### src/rtl/sseg_serial_driver.sv
// ---------------------------------------------------------------------------
// sseg_serial_driver
//
// Serial driver for an N-digit 7-segment display sitting behind an external
// shift-register chain. Each frame decodes the packed hex nibbles into
// active-low segment bytes, applies point/blank/blink control, shifts the
// 8*DIGITS-bit frame out MSB first on sclk/sout and then strobes EN so the
// chain latches it. Requests come from start or from a free-running refresh
// timer; a request arriving while a frame is in flight is held in a one-deep
// pending flag.
//
// Ports
//   clk      in   system clock, all logic on the rising edge
//   rstn     in   asynchronous active-low reset
//   start    in   request one frame (level sampled every clk)
//   auto_en  in   1 = self-trigger a frame every REFRESH_CYC cycles
//   hexs     in   digit i value = hexs[4i+3:4i]
//   points   in   1 = light the decimal point of digit i
//   LEs      in   1 = blank digit i
//   blink    in   1 = blank digit i while the blink phase is 1
//   sclk     out  shift clock to the chain, idle low
//   sclrn    out  active-low clear to the chain, high from the first edge
//                 after reset release
//   sout     out  serial data, stable around the sclk rising edge
//   EN       out  latch strobe, one sclk period after the last bit
//   busy     out  frame in progress
//   done     out  one-cycle pulse in the first idle cycle after a frame
// ---------------------------------------------------------------------------
module sseg_serial_driver #(
    parameter int DIGITS      = 8,
    parameter int CLK_DIV     = 2,
    parameter int REFRESH_CYC = 50000,
    parameter int BLINK_CYC   = 25000000
) (
    input  logic                clk,
    input  logic                rstn,
    input  logic                start,
    input  logic                auto_en,
    input  logic [4*DIGITS-1:0] hexs,
    input  logic [DIGITS-1:0]   points,
    input  logic [DIGITS-1:0]   LEs,
    input  logic [DIGITS-1:0]   blink,
    output logic                sclk,
    output logic                sclrn,
    output logic                sout,
    output logic                EN,
    output logic                busy,
    output logic                done
);

    localparam int N       = 8 * DIGITS;
    localparam int BIT_CYC = 2 * CLK_DIV;
    localparam int CW      = $clog2(BIT_CYC);
    localparam int BITW    = $clog2(N);
    localparam int RW      = (REFRESH_CYC > 1) ? $clog2(REFRESH_CYC) : 1;
    localparam int BW      = (BLINK_CYC > 1) ? $clog2(BLINK_CYC) : 1;

    typedef enum logic [1:0] {
        ST_IDLE,
        ST_LOAD,
        ST_SHIFT,
        ST_LATCH
    } state_e;

    state_e          state_q, state_d;
    logic [CW-1:0]   cnt_q, cnt_d;        // cycle within a bit / within LATCH
    logic [BITW-1:0] bit_q, bit_d;        // index of the bit on the wire
    logic [N-1:0]    frame_q, frame_d;    // MSB is always the bit on sout
    logic [N-1:0]    frame_load;
    logic            pending_q, pending_d;
    logic [RW-1:0]   ref_cnt_q;
    logic [BW-1:0]   blink_cnt_q;
    logic            blink_phase_q;
    logic            refresh_tick;

    logic sclk_q, sclk_d;
    logic sout_q, sout_d;
    logic en_q, en_d;
    logic busy_q, busy_d;
    logic done_q, done_d;
    logic sclrn_q;

    // Active-low segment pattern {dp,g,f,e,d,c,b,a}; dp is always off here.
    function automatic logic [7:0] seg_decode(input logic [3:0] h);
        logic [7:0] s;
        s = 8'hFF;
        case (h)
            4'h0: s = 8'hC0;  4'h1: s = 8'hF9;  4'h2: s = 8'hA4;  4'h3: s = 8'hB0;
            4'h4: s = 8'h99;  4'h5: s = 8'h92;  4'h6: s = 8'h82;  4'h7: s = 8'hF8;
            4'h8: s = 8'h80;  4'h9: s = 8'h90;  4'hA: s = 8'h88;  4'hB: s = 8'h83;
            4'hC: s = 8'hC6;  4'hD: s = 8'hA1;  4'hE: s = 8'h86;  4'hF: s = 8'h8E;
            default: s = 8'hFF;
        endcase
        return s;
    endfunction

    // Digit i lands in frame bits [8i+7:8i], so digit DIGITS-1 leaves first.
    // Blanking wins over the decimal point.
    always_comb begin
        frame_load = '0;
        for (int i = 0; i < DIGITS; i++) begin
            if (LEs[i] || (blink[i] && blink_phase_q))
                frame_load[8*i +: 8] = 8'hFF;
            else
                frame_load[8*i +: 8] = seg_decode(hexs[4*i +: 4]) & {~points[i], 7'h7F};
        end
    end

    assign refresh_tick = (ref_cnt_q == RW'(REFRESH_CYC - 1));

    // Every request (start, or an enabled refresh tick) lands in the pending
    // flag; IDLE acts on the flag. This gives the one-cycle request latency
    // and the one-deep queue with a single mechanism. A request on the very
    // edge that enters LOAD is kept, as the frame it would join is already
    // being sampled.
    always_comb begin
        pending_d = pending_q;
        if (state_q == ST_IDLE && state_d == ST_LOAD)
            pending_d = 1'b0;
        if (start || (refresh_tick && auto_en))
            pending_d = 1'b1;
    end

    // Next-state logic.
    // NOTE: every signal driven here gets a default first so no path leaves
    // it unassigned, which would otherwise infer a latch.
    always_comb begin
        state_d = state_q;
        cnt_d   = cnt_q;
        bit_d   = bit_q;
        frame_d = frame_q;
        case (state_q)
            ST_IDLE: begin
                if (pending_q)
                    state_d = ST_LOAD;
            end
            ST_LOAD: begin
                frame_d = frame_load;
                cnt_d   = '0;
                bit_d   = '0;
                state_d = ST_SHIFT;
            end
            ST_SHIFT: begin
                if (cnt_q == CW'(BIT_CYC - 1)) begin
                    cnt_d = '0;
                    if (bit_q == BITW'(N - 1)) begin
                        state_d = ST_LATCH;
                    end else begin
                        bit_d   = bit_q + 1'b1;
                        frame_d = {frame_q[N-2:0], 1'b0};
                    end
                end else begin
                    cnt_d = cnt_q + 1'b1;
                end
            end
            ST_LATCH: begin
                if (cnt_q == CW'(BIT_CYC - 1)) begin
                    cnt_d   = '0;
                    state_d = ST_IDLE;
                end else begin
                    cnt_d = cnt_q + 1'b1;
                end
            end
            default: state_d = ST_IDLE;
        endcase
    end

    // Outputs are decoded from the next state and registered, so they change
    // in step with the state and reach the pins glitch-free.
    always_comb begin
        sclk_d = (state_d == ST_SHIFT) && (cnt_d >= CW'(CLK_DIV));
        sout_d = (state_d == ST_SHIFT) && frame_d[N-1];
        en_d   = (state_d == ST_LATCH);
        busy_d = (state_d != ST_IDLE);
        done_d = (state_q == ST_LATCH) && (state_d == ST_IDLE);
    end

    // NOTE: sequential state uses non-blocking assignments so every register
    // samples the values from before the edge, regardless of statement order.
    always_ff @(posedge clk or negedge rstn) begin
        if (!rstn) begin
            state_q       <= ST_IDLE;
            cnt_q         <= '0;
            bit_q         <= '0;
            frame_q       <= '0;
            pending_q     <= 1'b0;
            ref_cnt_q     <= '0;
            blink_cnt_q   <= '0;
            blink_phase_q <= 1'b0;
            sclk_q        <= 1'b0;
            sout_q        <= 1'b0;
            en_q          <= 1'b0;
            busy_q        <= 1'b0;
            done_q        <= 1'b0;
            sclrn_q       <= 1'b0;
        end else begin
            state_q   <= state_d;
            cnt_q     <= cnt_d;
            bit_q     <= bit_d;
            frame_q   <= frame_d;
            pending_q <= pending_d;
            ref_cnt_q <= refresh_tick ? '0 : ref_cnt_q + 1'b1;
            if (blink_cnt_q == BW'(BLINK_CYC - 1)) begin
                blink_cnt_q   <= '0;
                blink_phase_q <= ~blink_phase_q;
            end else begin
                blink_cnt_q <= blink_cnt_q + 1'b1;
            end
            sclk_q  <= sclk_d;
            sout_q  <= sout_d;
            en_q    <= en_d;
            busy_q  <= busy_d;
            done_q  <= done_d;
            sclrn_q <= 1'b1;
        end
    end

    assign sclk  = sclk_q;
    assign sout  = sout_q;
    assign EN    = en_q;
    assign busy  = busy_q;
    assign done  = done_q;
    assign sclrn = sclrn_q;

endmodule

### config.mk
export PLATFORM = sky130hd
export DESIGN_NAME = sseg_serial_driver
export DESIGN_NICKNAME = d
export VERILOG_FILES = /design/src/rtl/sseg_serial_driver.sv
export SDC_FILE = /design/constraint.sdc
export NUM_CORES = 1
export LEC_CHECK = 0
export CORE_MARGIN = 3
export CORE_UTILIZATION = 45
export DETAILED_ROUTE_END_ITERATION = 7
export HOLD_SLACK_MARGIN = 0.15
export REMOVE_ABC_BUFFERS = 1
export SLEW_MARGIN = 20
export SYNTH_ARGS = -nofsm -noshare
export SYNTH_HDL_FRONTEND = slang
export SYNTH_SLANG_ARGS = --single-unit
### constraint.sdc
create_clock -name clk -period 3.7 [get_ports clk]
set_clock_uncertainty 0.05 [all_clocks]
set_input_delay 0.555 -clock clk [delete_from_list [all_inputs] [get_ports clk]]
set_output_delay 0.555 -clock clk [all_outputs]
set_load 0.05 [all_outputs]
==> reports/results.tsv, run 1 <==
metric	value	unit
largest net degree at the start of global routing	66	
sequential group share of total power	0.336	
R2R setup slack	1.28	ns
# nets final	1026	
Crit Reg-Reg Startpoint	state_q[0]	
grt ovf	0	
adder-cell area share of the yosys netlist	0.0859	
CP endpoint kind	flip-flop	
Synth Instances	874	
Tcrit/Tclk final	0.653	
Critical Path Max Stage Delay	0.51	ns
Synthesis Warnings	0	
Tmin final	2.42	ns
max-cap viol count	0	
clock slew at reported path FFs	0.05	ns
Initial Utilization	0.462	
Syn-to-layout area delta	17.3	%
Num CTS Buffers	17	
Rows	48	
Max Fclk	414	MHz
final wirelength	17.9	mm
ys flop type	dfrtp_1	
Ports	66	
EDFF count, synth	0	
number of routed nets with antenna violations	0	
Ant. Diodes	0	
clk root buf	clkbuf_16	
Crit Path Max Fanout	52	
Net Sw Power	2.25	mW
Least-Margin Pin Slew	0.921	ns
internal power	3.77	mW
Seq cells post-synth	123	
Slew HR	0.386	
worst skew pair latency	0.41	ns
crit path DAT	2.66	ns
met3 usage	0.0344	
Post-Synth XOR/XNOR Area	0.0284	
RR Endpoint	frame_q[35]	
clock power share	0.270	
1st-pass router iterations	7	
Critical Path RT	3.94	ns
CORE AREA	0.0174	sq mm
Sw Share	0.374	
area share of the largest cell type after synthesis	0.384	
postcts setup bufs	0	
Design Power	6.02	mW
Die Span Y	139	um
port bufs	65	
GR peak layer	met2	
Synth Cell Area	0.00801	sq mm
DIE AREA	0.0194	sq mm
post-CTS sizing	0	
largest family of logic cells by synthesized area	simple AND/OR/NAND/NOR gates	
post-synthesis mux area share	0.0897	
Die Width	139	um
Cell Pwr Density	640	mW/mm^2
critical path class	flip-flop to flip-flop	
HPWL Detailed	12.5	mm
htree depth	4	
initial antenna violation count	0	
unrepaired setup endpoints after global routing	false	
Initial DRC Count	394	
largest area contributor in the synthesized netlist	dfrtp_1	
HP Class	input port to async pin	
Slew Viols, Final	0	
Synth Area in Compound Gates	0.170	
Slowest-stage cell, CP	o211a_4	
CTS tree	done	
# DRC	0	
Tot GR Track Use	0.188	
met2 Usage GRT	0.321	
ranking of synthesized cells by area	dfrtp_1 (38%), ha_1 (8.6%), mux2i_1 (5.9%), nor2_1 (5.7%), a221oi_1 (4.3%)	
first-pass GRT wire length	31.1	mm
Peak supply drop	448	uV
Mapped Avg Cell Area	9.16	sq um
Synth Area in Simple Gates	0.190	
DR vias	6543	
Finish-stage setup viols	0	
layout cells sized above 1	0.0703	
Placer Congestion	0.824	
setup tns final	0	ns
Hold Buf Count CTS	0	
crit path cell chain	inv_1 -> ha_1 -> nand4_1 -> o211a_4 -> buf_4 -> nor2_1 -> a21oi_1	
Leakage Power	4.14	nW
crit path launch type	flip-flop	
combinational share of power	0.394	
Yosys cell types	61	
sequential area share after synthesis	0.384	
FILL cells	1523	
Synth async-reset ratio	1.00	
outcome	finished, final reports clean	
post-layout util	0.541	
GR Layer Usage met1	0.247	
Final Hold Fails	0	
drt via density	5.69	
wire per inst	15.6	um
Clock Sinks	123	
clock buffer depth	2	
reg2reg path depth	7	
Critical path origin	state_q[0]	
vias in the first global route	6555	
CP Capture Point	frame_q[35]	
==> flip-flops by register name (all words and copies together) (netlist names) <==
register and count:
EN 1, bit_q 6, blink_cnt_q 25, blink_phase_q 1, busy 1, cnt_q 2
done 1, frame_q 64, pending_q 1, ref_cnt_q 16, sclk 1, sclrn 1
sout 1, state_q 2
==> stage by stage <==
stage          hold WS (ns)  instances  setup slack [ns]  instance area (sq um)
2_1_floorplan         0.209        820             0.784                   7790
3_3_place_gp          0.388       1117              1.05                   8800
3_5_place_dp          0.404       1117             0.944                   8800
4_1_cts               0.191       1149             0.947                   9390
5_1_grt               0.221       1149              1.12                   9390
6_report              0.164       1149              1.28                   9390
==> layout by cell type, fill, tap and decap left out, types with 8 or more instances in the layout <==
cell,instances
dfrtp_1,123
nor2_1,122
clkdlybuf4s50_1,64
ha_1,54
a21oi_1,53
inv_1,51
nand2_1,49
mux2i_1,47
o21ai_0,39
a221oi_1,39
nand3_1,26
nand2b_1,24
or3_1,20
clkbuf_16,17
xor2_1,15
o211ai_1,14
xnor2_1,11
nand4_1,9
a31oi_1,9
a21o_1,8
o221ai_1,8
mux4_2,8
==> synthesized netlist by cell type (4+ instances only) <==
master    count
ha_1         55
and4_1        4
xor2_1       15
buf_1         8
a21o_1        8
a211o_1       4
o211ai_1     14
nor3_1        7
a22o_1        4
o221ai_1      8
and3_1        4
nand2_1      49
o311ai_0      6
o31ai_1       4
nor2_1      122
o21ai_0      39
xnor2_1      11
dfrtp_1     123
nand4_1       9
or4_1         4
inv_1        51
a21oi_1      53
nand2b_1     24
mux4_2        8
clkbuf_1     42
a221oi_1     39
nor4_1        5
or3_1        20
nand3b_1      6
a31oi_1       9
mux2i_1      47
mux2_2        6
nand3_1      26
==> kinds of logic (layout without fill, tap and decap cells) <==
kind of cell,count (synthesis),in the layout
simple gates,302,302
compound gates,201,201
flops,123,123
buf+inv,105,155
mux,61,61
fa+ha+maj,55,55
xor+xnor,26,26
other cells,1,1
==> cell type report <==
type,instances,area [sq um],area share
clock buffers,25,495,0.0527
clock inverters,7,87.6,0.00932
inverters,51,191,0.0204
multi-input cells,646,4550,0.484
flip-flops and latches,123,3080,0.328
well taps,225,282,0.0300
repair buffers,72,713,0.0759
==> critical path, delay by kind of cell, from the launching register on <==
| family | cells | cell delay [ns] |
|---|---|---|
| and+or+nand+nor | 2 | 0.43 |
| adders and majority gates | 1 | 0.47 |
| DFF | 1 | 0.41 |
| buffers and inverters | 2 | 0.37 |
| AOI/OAI and AO/OA | 2 | 0.56 |
==> per-layer routing <==
layer  vias up  routed length, um  share of wire
li1       3208                  -              -
met1      3205               8190           0.46
met2       117               8930           0.50
met3        13                572          0.032
met4         0                213          0.012
met5         -                  0              0
==> power by group through the flow <==
stage	clock network (mW)	logic, mW	registers [mW]
global placement	0	2.31	2.02
global route	1.73	2.71	2.07
floorplan	0	1.68	2.03
detailed placement	0	2.39	2.04
CTS	1.65	2.39	2.02
finish	1.63	2.37	2.02
==> worst min path at each step <==
stage | startpoint | endpoint | cells after the start | slack (ns)
floorplan | rstn | EN | 0 | 0.21
global placement | blink_cnt_q[0] | blink_cnt_q[0] | 1 | 0.39
detailed placement | blink_cnt_q[0] | blink_cnt_q[0] | 1 | 0.40
CTS | rstn | frame_q[63] | 1 | 0.19
global route | rstn | frame_q[63] | 1 | 0.22
finish | rstn | frame_q[63] | 1 | 0.16
Note: power is estimated with default switching activity, not from simulation.
==> run 2, diff against run 1 <==
- PLACE_DENSITY: not set -> 0.67
- clock period: 3.7 -> 2.2 ns (I/O delays scaled with it)
==> run 2 against run 1 <==
  * Setup slack got worse by 1.1 ns
  * Die area did not move
  * Sequential cell count unchanged
  * Critical path type unchanged
  * Fmax increased by 20%
  * Combinational power rose by 79%
==> reports/results.tsv, run 2 (synthesized netlist as in run 1, its figures left out) <==
metric	value	unit
outcome	finished, final reports clean	
cell family with most CP delay	simple AND/OR/NAND/NOR gates	
Num CTS Buffers	17	
Final Hold Fails	0	
layout cells sized above 1	0.126	
Tcrit/Tclk final	0.919	
critical path class	flip-flop to flip-flop	
combinational share of power	0.409	
max-cap viol count	0	
number of routed nets with antenna violations	0	
1st-pass router iterations	5	
Tmin final	2.02	ns
Critical Path RT	2.49	ns
htree depth	4	
post-layout util	0.568	
internal power	6.51	mW
Ports	66	
largest net degree at the start of global routing	85	
Finish-stage setup viols	0	
initial antenna violation count	0	
DR vias	6794	
Ant. Diodes	0	
# nets final	1084	
Slew HR	0.643	
Peak supply drop	871	uV
Placer Congestion	0.848	
HP Class	flip-flop to flip-flop	
Sw Share	0.373	
worst skew pair latency	0.42	ns
crit path cell chain	inv_1 -> ha_1 -> o211ai_4 -> or4b_2 -> nand3_1	
clock power share	0.265	
drt via density	5.63	
Largest Register	frame_q	
Cell Pwr Density	1050	mW/mm^2
setup tns final	0	ns
Critical Path Max Stage Delay	0.66	ns
Tot GR Track Use	0.193	
Initial DRC Count	405	
Slowest-stage cell, CP	or4b_2	
commonest non-fill, non-tap cells in the layout	dfrtp_1 (123), nor2_1 (122), clkdlybuf4s50_1 (64)	
Buffers & Inverters on Critical Path	1	
Die Span Y	139	um
max reg flops	64	
Syn-to-layout area delta	23.1	%
Crit Path Max Fanout	7	
CTS tree	done	
Die Width	139	um
crit path DAT	2.32	ns
Initial Utilization	0.462	
largest registers	frame_q: 64 flops, blink_cnt_q: 25 flops, ref_cnt_q: 16 flops	
Slew Viols, Final	0	
Rows	48	
port bufs	65	
DIE AREA	0.0194	sq mm
Least-Margin Pin Slew	0.534	ns
CORE AREA	0.0174	sq mm
first-pass GRT wire length	31.7	mm
Post-Layout Cell Count	1207	
Design Power	10.4	mW
sequential group share of total power	0.326	
final wirelength	18.1	mm
cell total after placement	1174	
Leakage Power	4.44	nW
Net Sw Power	3.88	mW
clk root buf	clkbuf_16	
HPWL Detailed	12.6	mm
clock buffer depth	2	
Clock Sinks	123	
clock slew at reported path FFs	0.05	ns
unrepaired setup endpoints after global routing	false	
most common cell after layout, fill and taps aside	dfrtp_1	
# DRC	0	
CP endpoint kind	flip-flop	
vias in the first global route	6592	
Max Fclk	494	MHz
wire per inst	15.0	um
crit path launch type	flip-flop	
grt ovf	0	
-- run 2: changes by cell type in the layout (fill, tap and decap cells not counted), sizes merged --
cell and delta:
buf +57, clkinv +2, clkbuf -1, clkinvlp -1, dlygate4sd3 +1
-- run 2: timing repair --
action / CTS / global route
gates resized for setup: 0 / 1
hold buffers: 1 / 0
setup endpoints to repair: 0 / 2
buffers inserted: 0 / 0
hold endpoints to repair: 123 / 0
-- run 2: power groups by stage --
stage / sequential, mW / combinational (mW) / clock [mW]
6_report: 3.39 / 4.25 / 2.75
5_1_grt: 3.49 / 4.85 / 2.92
4_1_cts: 3.39 / 4.29 / 2.81
3_5_place_dp: 3.42 / 4.28 / 0
3_3_place_gp: 3.42 / 4.19 / 0
2_1_floorplan: 3.42 / 2.83 / 0
-- run 2: per-layer routing --
metal	track usage	vias to the layer above	wire [um]
li1	-	3331	-
met1	0.261	3304	8480
met2	0.316	141	8800
met5	0	-	0
met4	0.0525	0	225
met3	0.0395	18	599
-- run 2: metrics by stage --
step	area (sq um)	setup slack, ns	hold slack, ns
3_5_place_dp	9270	-0.0528	0.357
3_3_place_gp	9270	-0.00442	0.353
4_1_cts	9860	0.170	0.406
5_1_grt	9860	0.0155	0.436
6_report	9860	0.178	0.404
2_1_floorplan	7790	-0.716	-0.0156
-- run 2: path summary, 6_finish.rpt --
kind,start,endpoint,slack (ns),depth (start not counted)
worst max-delay path,state_q[0],bit_q[3],0.18,5
worst min-delay path,blink_cnt_q[0],blink_cnt_q[0],0.40,1
worst max register to register,state_q[0],bit_q[3],0.18,5
worst min register to register,blink_cnt_q[0],blink_cnt_q[0],0.40,1
max in group asynchronous,rstn,ref_cnt_q[14],1.24,3
min in group asynchronous,rstn,frame_q[12],0.43,3
-- run 2: area by class of cell --
class	count	area, sq um
Fill cell	1530	7490
Multi-Input combinational cell	646	4540
Sequential cell	123	3080
Timing Repair Buffer	130	1190
Clock buffer	24	492
Tap cell	225	282
Inverter	51	191
Clock inverter	8	90.1
==> run 3, diff against run 2 <==
- ABC_CLOCK_PERIOD_IN_PS: not set -> 2200
- CELL_PAD_IN_SITES_DETAIL_PLACEMENT: not set -> 1
- CELL_PAD_IN_SITES_GLOBAL_PLACEMENT: not set -> 2
- CORE_UTILIZATION: 45 -> 34
- PLACE_DENSITY: 0.67 -> not set
- PLACE_DENSITY_LB_ADDON: not set -> 0.1
- TNS_END_PERCENT: not set -> 20
==> run 3 against run 2 <==
  * Register-to-register slack about the same
  * Clock-buffer cell count decreased by 6
  * Fmax decreased by 0.41%
  * Setup slack got worse by 0.0083 ns
  * Sequential power about the same
  * Wire length increased by 17%
  * Via count about the same
  * First-iteration DRC count decreased by 11%
  * Sequential share of layout area decreased by 0.051 points
  * Critical path type unchanged
  * Largest cell class unchanged
==> reports/results.tsv, run 3 (synthesized netlist as in run 1, its figures left out) <==
metric	value	unit
clk root buf	clkbuf_16	
Initial Utilization	0.350	
most common cell after layout, fill and taps aside	dfrtp_1	
Leakage Power	4.37	nW
largest net degree at the start of global routing	67	
FILL cells	2600	
outcome	finished, final reports clean	
Num CTS Buffers	17	
critical path class	flip-flop to flip-flop	
# nets final	1074	
CORE AREA	0.0229	sq mm
Setup WS pre-CTS	-0.0315	ns
grt ovf	0	
initial antenna violation count	0	
htree depth	4	
Die Span Y	159	um
Rows	55	
Peak supply drop	809	uV
Placer Congestion	0.798	
max-cap viol count	0	
internal power	6.16	mW
Finish-stage setup viols	0	
postcts setup bufs	0	
1st-pass router iterations	6	
CP endpoint kind	flip-flop	
Ant. Diodes	0	
HP Class	input port to async pin	
Clock Sinks	123	
GR Layer Usage met1	0.229	
# DRC	0	
Slew HR	0.619	
CTS tree	done	
clock buffer depth	2	
Die Width	159	um
Sw Share	0.395	
met2 Usage GRT	0.290	
drt via density	5.29	
sequential group share of total power	0.334	
crit path DAT	2.33	ns
commonest non-fill, non-tap cells in the layout	dfrtp_1 (123), nor2_1 (122), clkdlybuf4s50_1 (64)	
vias in the first global route	7375	
Net Sw Power	4.02	mW
wire per inst	16.5	um
Initial DRC Count	360	
clock slew at reported path FFs	0.06	ns
Setup WS post-layout	0.169	ns
met3 usage	0.0297	
unrepaired setup endpoints after global routing	false	
Least-Margin Pin Slew	0.570	ns
Max Fclk	492	MHz
largest registers	frame_q: 64 flops, blink_cnt_q: 25 flops, ref_cnt_q: 16 flops	
final wirelength	21.1	mm
Post-Layout Cell Count	1285	
DIE AREA	0.0254	sq mm
port bufs	65	
Largest Register	frame_q	
Final Hold Fails	0	
clock power share	0.249	
Tmin final	2.03	ns
number of routed nets with antenna violations	0	
Cell Pwr Density	1030	mW/mm^2
DR vias	6800	
Tcrit/Tclk final	0.923	
combinational share of power	0.417	
Crit Path Max Fanout	9	
crit path launch type	flip-flop	
layout cells sized above 1	0.120	
Syn-to-layout area delta	23.3	%
max reg flops	64	
Tot GR Track Use	0.172	
Critical Path RT	2.50	ns
worst skew pair latency	0.42	ns
Ports	66	
Slew Viols, Final	0	
cell total after placement	1252	
first-pass GRT wire length	36.8	mm
GR peak layer	met2	
HPWL Detailed	15.2	mm
-- run 3: changes by cell type in the layout (fill, tap and decap cells not counted), sizes merged --
cell      delta
clkbuf       -6
inv          +2
clkinv       +2
clkinvlp     +4
bufinv       -2
buf         -10
-- run 3: repair_timing --
item | CTS | global route
hold endpoints to repair | 29 | 0
endpoints found under the setup margin | 0 | 4
resized for setup | 0 | 2
hold buffers | 1 | 0
-- run 3: metrics by stage --
step                setup TNS [ns]  instance area [sq um]   util  power (mW)  hold WS, ns
finish                           0                   9880  0.431        10.2        0.357
global route                     0                   9880  0.431        11.1        0.387
CTS                              0                   9880  0.431        10.4        0.356
detailed placement         -0.0868                   9330  0.407        7.78        0.258
global placement                 0                   9330  0.407        7.57        0.248
floorplan                   -34.10                   7790      -        6.25      -0.0156
-- run 3: power groups by stage --
stage | registers (mW) | logic, mW | clock network (mW)
after floorplan | 3.42 | 2.83 | 0
after global placement | 3.40 | 4.17 | 0
after detailed placement | 3.43 | 4.35 | 0
after CTS | 3.40 | 4.35 | 2.62
after global routing | 3.48 | 4.90 | 2.75
final | 3.40 | 4.25 | 2.53
-- run 3: worst paths after layout --
kind | endpoint | start | cells after the start | slack [ns]
max in group asynchronous | frame_q[31] | rstn | 3 | 1.10
hold reg to reg | blink_cnt_q[0] | blink_cnt_q[0] | 1 | 0.40
min in group clk | blink_cnt_q[0] | blink_cnt_q[0] | 1 | 0.40
setup reg to reg | bit_q[3] | state_q[0] | 5 | 0.17
hold / removal | cnt_q[0] | rstn | 2 | 0.36
setup / recovery | bit_q[3] | state_q[0] | 5 | 0.17
-- run 3: critical path: stages (launching register included) --
cell	delay (ns)
dfrtp_1	0.40
inv_1	0.09
ha_1	0.46
o211ai_4	0.19
or4b_2	0.67
nand3_1	0.10
-- run 3: cell type report --
class / count / area, sq um / share of cell area
Sequential cell: 123 / 3080 / 0.312
Clock buffer: 18 / 439 / 0.0445
Inverter: 51 / 191 / 0.0194
Multi-Input combinational cell: 646 / 4540 / 0.460
Tap cell: 313 / 392 / 0.0396
Timing Repair Buffer: 120 / 1140 / 0.115
Clock inverter: 14 / 98.8 / 0.0100
-- run 3: metal layers --
| layer | part of all wire | vias to the layer above |
|---|---|---|
| li1 | - | 3298 |
| met5 | 0 | - |
| met4 | 0.012 | 0 |
| met3 | 0.017 | 20 |
| met1 | 0.48 | 3405 |
| met2 | 0.49 | 77 |
